--- src/rtl/pc_sequencer_if.sv ---
// Fetch-stage PC sequencer bus: control inputs from hazard/decode/commit, fetch outputs.
// master drives the control inputs, slave is the sequencer itself.
interface pc_sequencer_if #(
    parameter int unsigned ADDR_W = 32
);
    logic              Stall;
    logic              RedirectValid;
    logic [ADDR_W-1:0] RedirectAddr;
    logic              BranchValid;
    logic [ADDR_W-1:0] BranchTarget;
    logic              Call;
    logic              Ret;
    logic [ADDR_W-1:0] PCResult;
    logic [ADDR_W-1:0] PCPlus;
    logic              PCValid;
    logic              MisalignFault;
    logic              RasEmpty;

    modport master (
        output Stall, RedirectValid, RedirectAddr, BranchValid, BranchTarget, Call, Ret,
        input  PCResult, PCPlus, PCValid, MisalignFault, RasEmpty
    );

    modport slave (
        input  Stall, RedirectValid, RedirectAddr, BranchValid, BranchTarget, Call, Ret,
        output PCResult, PCPlus, PCValid, MisalignFault, RasEmpty
    );
endinterface

--- src/rtl/pc_sequencer.sv ---
// Fetch-stage program counter with redirect/stall/branch/return selection.
// Optional return-address stack enabled by defining PC_SEQ_RAS_EN; without it
// Call/Ret are ignored and RasEmpty is tied high.
module pc_sequencer #(
    parameter int unsigned       ADDR_W      = 32,
    parameter logic [ADDR_W-1:0] RESET_VEC   = '0,
    parameter int unsigned       INSTR_BYTES = 4,
    parameter int unsigned       RAS_DEPTH   = 4
) (
    input logic           Clk,
    input logic           Reset,
    pc_sequencer_if.slave bus
);
    // Low bits that must be zero in any loaded target.
    localparam logic [ADDR_W-1:0] ALIGN_MASK = ADDR_W'(INSTR_BYTES - 1);

    logic [ADDR_W-1:0] pc_q, pc_d, pc_plus;
    logic              valid_q;
    logic              fault_q, fault_d;
    logic              advance;
    logic              ras_empty;
    logic              ras_pop;
    logic [ADDR_W-1:0] ras_top;
    logic [ADDR_W-1:0] tgt;

    assign pc_plus = pc_q + ADDR_W'(INSTR_BYTES);
    // Stack and sequential flow only move when neither flushed nor stalled.
    assign advance = !bus.RedirectValid && !bus.Stall;

`ifdef PC_SEQ_RAS_EN
    localparam int unsigned PTR_W = $clog2(RAS_DEPTH);
    localparam int unsigned CNT_W = PTR_W + 1;

    logic [ADDR_W-1:0] ras_mem [RAS_DEPTH];
    logic [PTR_W-1:0]  top_q;
    logic [CNT_W-1:0]  cnt_q;
    logic              ras_push;

    assign ras_empty = (cnt_q == '0);
    assign ras_top   = ras_mem[top_q];
    assign ras_push  = advance && bus.Call;
    // A taken branch overrides a return, so the stack is left alone.
    assign ras_pop   = advance && bus.Ret && !ras_empty && !bus.BranchValid;

    // Stack pointer/occupancy; push when full wraps onto the oldest slot.
    always_ff @(posedge Clk) begin
        if (Reset) begin
            top_q <= '0;
            cnt_q <= '0;
        end else if (ras_push && !ras_pop) begin
            top_q <= top_q + 1'b1;
            if (cnt_q != CNT_W'(RAS_DEPTH)) cnt_q <= cnt_q + 1'b1;
        end else if (ras_pop && !ras_push) begin
            top_q <= top_q - 1'b1;
            cnt_q <= cnt_q - 1'b1;
        end
    end

    // Stack storage; simultaneous call+return replaces the top entry in place.
    always_ff @(posedge Clk) begin
        if (!Reset) begin
            if (ras_push && ras_pop) ras_mem[top_q] <= pc_plus;
            else if (ras_push)       ras_mem[top_q + 1'b1] <= pc_plus;
        end
    end
`else
    logic unused_ras_ins;
    assign unused_ras_ins = bus.Call ^ bus.Ret;
    assign ras_empty      = 1'b1;
    assign ras_pop        = 1'b0;
    assign ras_top        = '0;
`endif

    // Next-PC selection: redirect > stall > branch > return > sequential.
    always_comb begin
        pc_d    = pc_q;
        fault_d = 1'b0;
        tgt     = '0;
        if (bus.RedirectValid || (advance && (bus.BranchValid || ras_pop))) begin
            if (bus.RedirectValid)    tgt = bus.RedirectAddr;
            else if (bus.BranchValid) tgt = bus.BranchTarget;
            else                      tgt = ras_top;
            pc_d    = tgt & ~ALIGN_MASK;
            fault_d = |(tgt & ALIGN_MASK);
        end else if (advance) begin
            pc_d = pc_plus;
        end
    end

    // PC, valid and fault registers.
    always_ff @(posedge Clk) begin
        if (Reset) begin
            pc_q    <= RESET_VEC;
            valid_q <= 1'b0;
            fault_q <= 1'b0;
        end else begin
            pc_q    <= pc_d;
            valid_q <= 1'b1;
            fault_q <= fault_d;
        end
    end

    assign bus.PCResult      = pc_q;
    assign bus.PCPlus        = pc_plus;
    assign bus.PCValid       = valid_q;
    assign bus.MisalignFault = fault_q;
    assign bus.RasEmpty      = ras_empty;
endmodule

--- src/flat_wrapper.sv ---
// flat-port wrapper written by rule: the top's interface ports become plain ports
module pc_sequencer_flat 
#(
    parameter int unsigned       ADDR_W      = 32,
    parameter logic [ADDR_W-1:0] RESET_VEC   = '0,
    parameter int unsigned       INSTR_BYTES = 4,
    parameter int unsigned       RAS_DEPTH   = 4
)
  (Clk, Reset, bus_Stall, bus_RedirectValid, bus_RedirectAddr, bus_BranchValid, bus_BranchTarget, bus_Call, bus_Ret, bus_PCResult, bus_PCPlus, bus_PCValid, bus_MisalignFault, bus_RasEmpty);
  pc_sequencer_if #(.ADDR_W(ADDR_W)) bus_i ();
  input logic Clk;
  input logic Reset;
  input wire logic [$bits(bus_i.Stall)-1:0] bus_Stall;
  input wire logic [$bits(bus_i.RedirectValid)-1:0] bus_RedirectValid;
  input wire logic [$bits(bus_i.RedirectAddr)-1:0] bus_RedirectAddr;
  input wire logic [$bits(bus_i.BranchValid)-1:0] bus_BranchValid;
  input wire logic [$bits(bus_i.BranchTarget)-1:0] bus_BranchTarget;
  input wire logic [$bits(bus_i.Call)-1:0] bus_Call;
  input wire logic [$bits(bus_i.Ret)-1:0] bus_Ret;
  output wire logic [$bits(bus_i.PCResult)-1:0] bus_PCResult;
  output wire logic [$bits(bus_i.PCPlus)-1:0] bus_PCPlus;
  output wire logic [$bits(bus_i.PCValid)-1:0] bus_PCValid;
  output wire logic [$bits(bus_i.MisalignFault)-1:0] bus_MisalignFault;
  output wire logic [$bits(bus_i.RasEmpty)-1:0] bus_RasEmpty;
  assign bus_i.Stall = bus_Stall;
  assign bus_i.RedirectValid = bus_RedirectValid;
  assign bus_i.RedirectAddr = bus_RedirectAddr;
  assign bus_i.BranchValid = bus_BranchValid;
  assign bus_i.BranchTarget = bus_BranchTarget;
  assign bus_i.Call = bus_Call;
  assign bus_i.Ret = bus_Ret;
  assign bus_PCResult = bus_i.PCResult;
  assign bus_PCPlus = bus_i.PCPlus;
  assign bus_PCValid = bus_i.PCValid;
  assign bus_MisalignFault = bus_i.MisalignFault;
  assign bus_RasEmpty = bus_i.RasEmpty;
  pc_sequencer #(.ADDR_W(ADDR_W), .RESET_VEC(RESET_VEC), .INSTR_BYTES(INSTR_BYTES), .RAS_DEPTH(RAS_DEPTH)) u_core (.Clk(Clk), .Reset(Reset), .bus(bus_i));
endmodule
--- config.mk ---
export PLATFORM = sky130hd
export DESIGN_NAME = pc_sequencer_flat
export DESIGN_NICKNAME = d
export VERILOG_FILES = /design/src/rtl/pc_sequencer_if.sv /design/src/rtl/pc_sequencer.sv /design/src/flat_wrapper.sv
export SDC_FILE = /design/constraint.sdc
export NUM_CORES = 1
export LEC_CHECK = 0
export BUFFER_PORTS_ARGS = -buffer_cell sky130_fd_sc_hd__buf_2
export CORE_ASPECT_RATIO = 1.2
export CORE_UTILIZATION = 41
export CTS_BUF_LIST = sky130_fd_sc_hd__clkbuf_16
export CTS_CLUSTER_SIZE = 8
export DETAILED_ROUTE_END_ITERATION = 12
export GPL_ROUTABILITY_DRIVEN = 0
export PLACE_DENSITY = 0.77
export SLEW_MARGIN = 5
export SYNTH_ARGS = -nofsm -noshare
export SYNTH_HDL_FRONTEND = slang
export SYNTH_SLANG_ARGS = --single-unit
--- constraint.sdc ---
create_clock -name Clk -period 1.7 [get_ports Clk]
set_input_delay 0.255 -clock Clk [delete_from_list [all_inputs] [get_ports Clk]]
set_output_delay 0.255 -clock Clk [all_outputs]
set_load 0.05 [all_outputs]
==> run metrics <==
Seq cells post-synth=32; row cnt=31; Fin. Hold Viols=0; Slew headroom=60.2%; Yosys warnings=0; critical path class=reg2out; pin count of the biggest net entering global routing=39; CP Cell Sequence=and4_4 > buf_6 > nand3_4 > nor4_4 > xor2_2 > buf_6; Total Wirelength=15,400 µm; sequential element share of the synthesized area=24.6%; post-synthesis cell area=0.00260 mm²; clock root cell=clkbuf_16; die width=74.7 µm; Async SR Flop Fraction=0%; Worst EP required=1.44 ns; share of cells above drive strength 1=64.4%; Max Freq=0.451 GHz; CP dominant cell by count=buf_6; Tcrit/Tclk final=130%; Slowest-stage cell, CP=dfxtp_4; Placed Area=0.00459 mm²; outcome=finished, violations left; filler cell count=237; maximum vdd drop=0.000676 V; clk_skew=0.0104 ns; most frequent cells in the layout=buf_2 (102), buf_4 (81), buf_6 (54); CP Launch Type=flop; Syn Inst Count=360; failing checks=setup timing; H-tree depth=2; Iteration-0 DRC Markers=729; post-synthesis cell type count=47; Hold WC Path Type=in2reg; Post-synth EDFFs=0; Least-Margin Pin Slew=0.592 ns; antenna violations before repair=0; # setup viols final=44; Port Buf Inserts=130; Ports=138; via count=4,343; placed wire-length estimate=7820 µm; Leak=2.65 nW; Die ar.=0.00667 mm²; total gr overflow=0; total track usage=36.0%; clk buf depth=2; kind of end point of the critical path=primary output; Pwr Density=593 mW/mm²; unrepaired setup endpoints after global routing=yes; Mapped Avg Cell Area=7.22 µm²; fin. max-slew vios=0; Sink Count=32; Worst-path clk slew=0.06 ns; Initial Util=42.7%; slowest cell delay on critical path=0.37 ns; post-route cell area=0.00550 mm²; Detailed Routing Iterations Pass 1=5; Post-DRT Antenna Nets=0; Main synth FF type=dfxtp_1; vias in the first global route=3,704; MaxCap Viol Count=0; CTS tree=yes; most common cell after layout, fill and taps aside=buf_2; Worst Hold Slack=0.220 ns; first-pass GRT wire length=18,000 µm; Crit Path Max Fanout=5; Avg Vias per Cell=6.51; Clock Latency Late Sink=0.29 ns; minimum clock period=2.22 ns; Critical Path AT=1.96 ns; DR WL/cell=23.1 µm; drt drc=0; CORE AREA=0.00609 mm²; Die Y-Extent=89.2 µm; Area Growth Syn to Fin=112%; fin nets=656; pre-CTS setup slack=-0.319 ns; Ant. Diodes=0; Final Worst Setup Slack=-0.517 ns; total CTS buffers=5
state kept, by name, indices dropped and copies added, names as in the netlist:
name	count
u_core.bus.PCResult	30
u_core.bus.PCValid	1
u_core.bus.MisalignFault	1
synthesized netlist by cell type (all sizes together) (7+ instances only):
| library cell | count | area share, % |
|---|---|---|
| nor2b | 9 | 2.2 |
| a21oi | 34 | 6.5 |
| xnor2 | 14 | 4.7 |
| nor2 | 33 | 4.8 |
| clkbuf | 17 | 2.5 |
| a22oi | 11 | 3.2 |
| xor2 | 12 | 4.0 |
| nor3 | 19 | 3.9 |
| dfxtp | 32 | 25 |
| nor4 | 8 | 3.2 |
| nand3 | 13 | 2.5 |
| nand2 | 28 | 4.0 |
| buf | 16 | 3.7 |
| inv | 14 | 2.0 |
| and3 | 7 | 1.7 |
| nand4 | 9 | 3.0 |
| a211oi | 8 | 2.3 |
| o21ai | 21 | 4.0 |
final cells by class:
class | count | area, µm² | area share [%]
Clock inverter | 3 | 11.3 | 0.205
Inverter | 14 | 57.6 | 1.05
Clock buffer | 5 | 125 | 2.27
Sequential cell | 32 | 728 | 13.2
Multi-Input combinational cell | 284 | 2570 | 46.7
Timing Repair Buffer | 247 | 1910 | 34.7
Tap cell | 82 | 103 | 1.86
metrics by stage:
stage               power, mW  util (%)  std cells  setup TNS (ns)
finish                   3.26      90.4        667          -11.62
global route             3.33      90.4        667          -13.91
CTS                      3.08      85.3        654           -8.02
detailed placement       2.13      75.3        628           -4.79
global placement         2.10      75.3        628           -3.87
floorplan                1.76         -        363           -8.43
logic make-up (layout without fill, tap and decap cells):
family / after synthesis / in the layout / synth area share [%]
XOR/XNOR: 26 / 26 / 8.76
adder cells (fa/ha/maj): 1 / 1 / 0.481
buffers and inverters: 47 / 269 / 8.13
other: 2 / 5 / 0.289
flip-flops: 32 / 32 / 24.6
AO/OA/AOI/OAI: 103 / 103 / 25.1
multiplexers: 6 / 6 / 2.31
AND/OR/NAND/NOR: 143 / 143 / 30.3
worst max-delay path: cells and delay by family, from the launching register on:
kind                   cells  cell delay, ns
XOR/XNOR                   1            0.21
buffers and inverters      2            0.30
flip-flops                 1            0.37
AND/OR/NAND/NOR            3            0.80
worst paths after layout:
check                          startpoint                      end  slack, ns  cells past startpoint
setup / recovery   u_core.bus.PCResult[8]           bus_PCPlus[26]      -0.52                      6
hold / removal        bus_RedirectAddr[4]   u_core.bus.PCResult[4]       0.22                      3
setup reg to reg   u_core.bus.PCResult[8]  u_core.bus.PCResult[25]      -0.24                      8
hold reg to reg   u_core.bus.PCResult[26]  u_core.bus.PCResult[26]       0.67                      2
per-layer routing:
metal  wire length, µm  part of all wire (%)  track usage [%]  up-vias
li1                  -                     -                -     1743
met1              5130                    33             40.1     2009
met2              7430                    48             64.3      442
met3              1650                    11             5.52      149
met4              1160                   7.5             20.6        0
met5                 0                     0                0        -
report_power, final:
| part | internal [mW] | switching (mW) |
|---|---|---|
| Sequential | 0.807 | 0.0679 |
| Combinational | 0.530 | 0.963 |
| Clock | 0.528 | 0.368 |
| Total | 1.87 | 1.40 |
what timing repair did:
item / CTS / global route
endpoints found under the setup margin: 33 / 44
gates cloned: 0 / 0
pin swaps: 33 / 37
setup buffers: 18 / 19
gates resized for setup: 88 / 49
hold buffers: 0 / 0
Power figures use the tool's default switching activity.
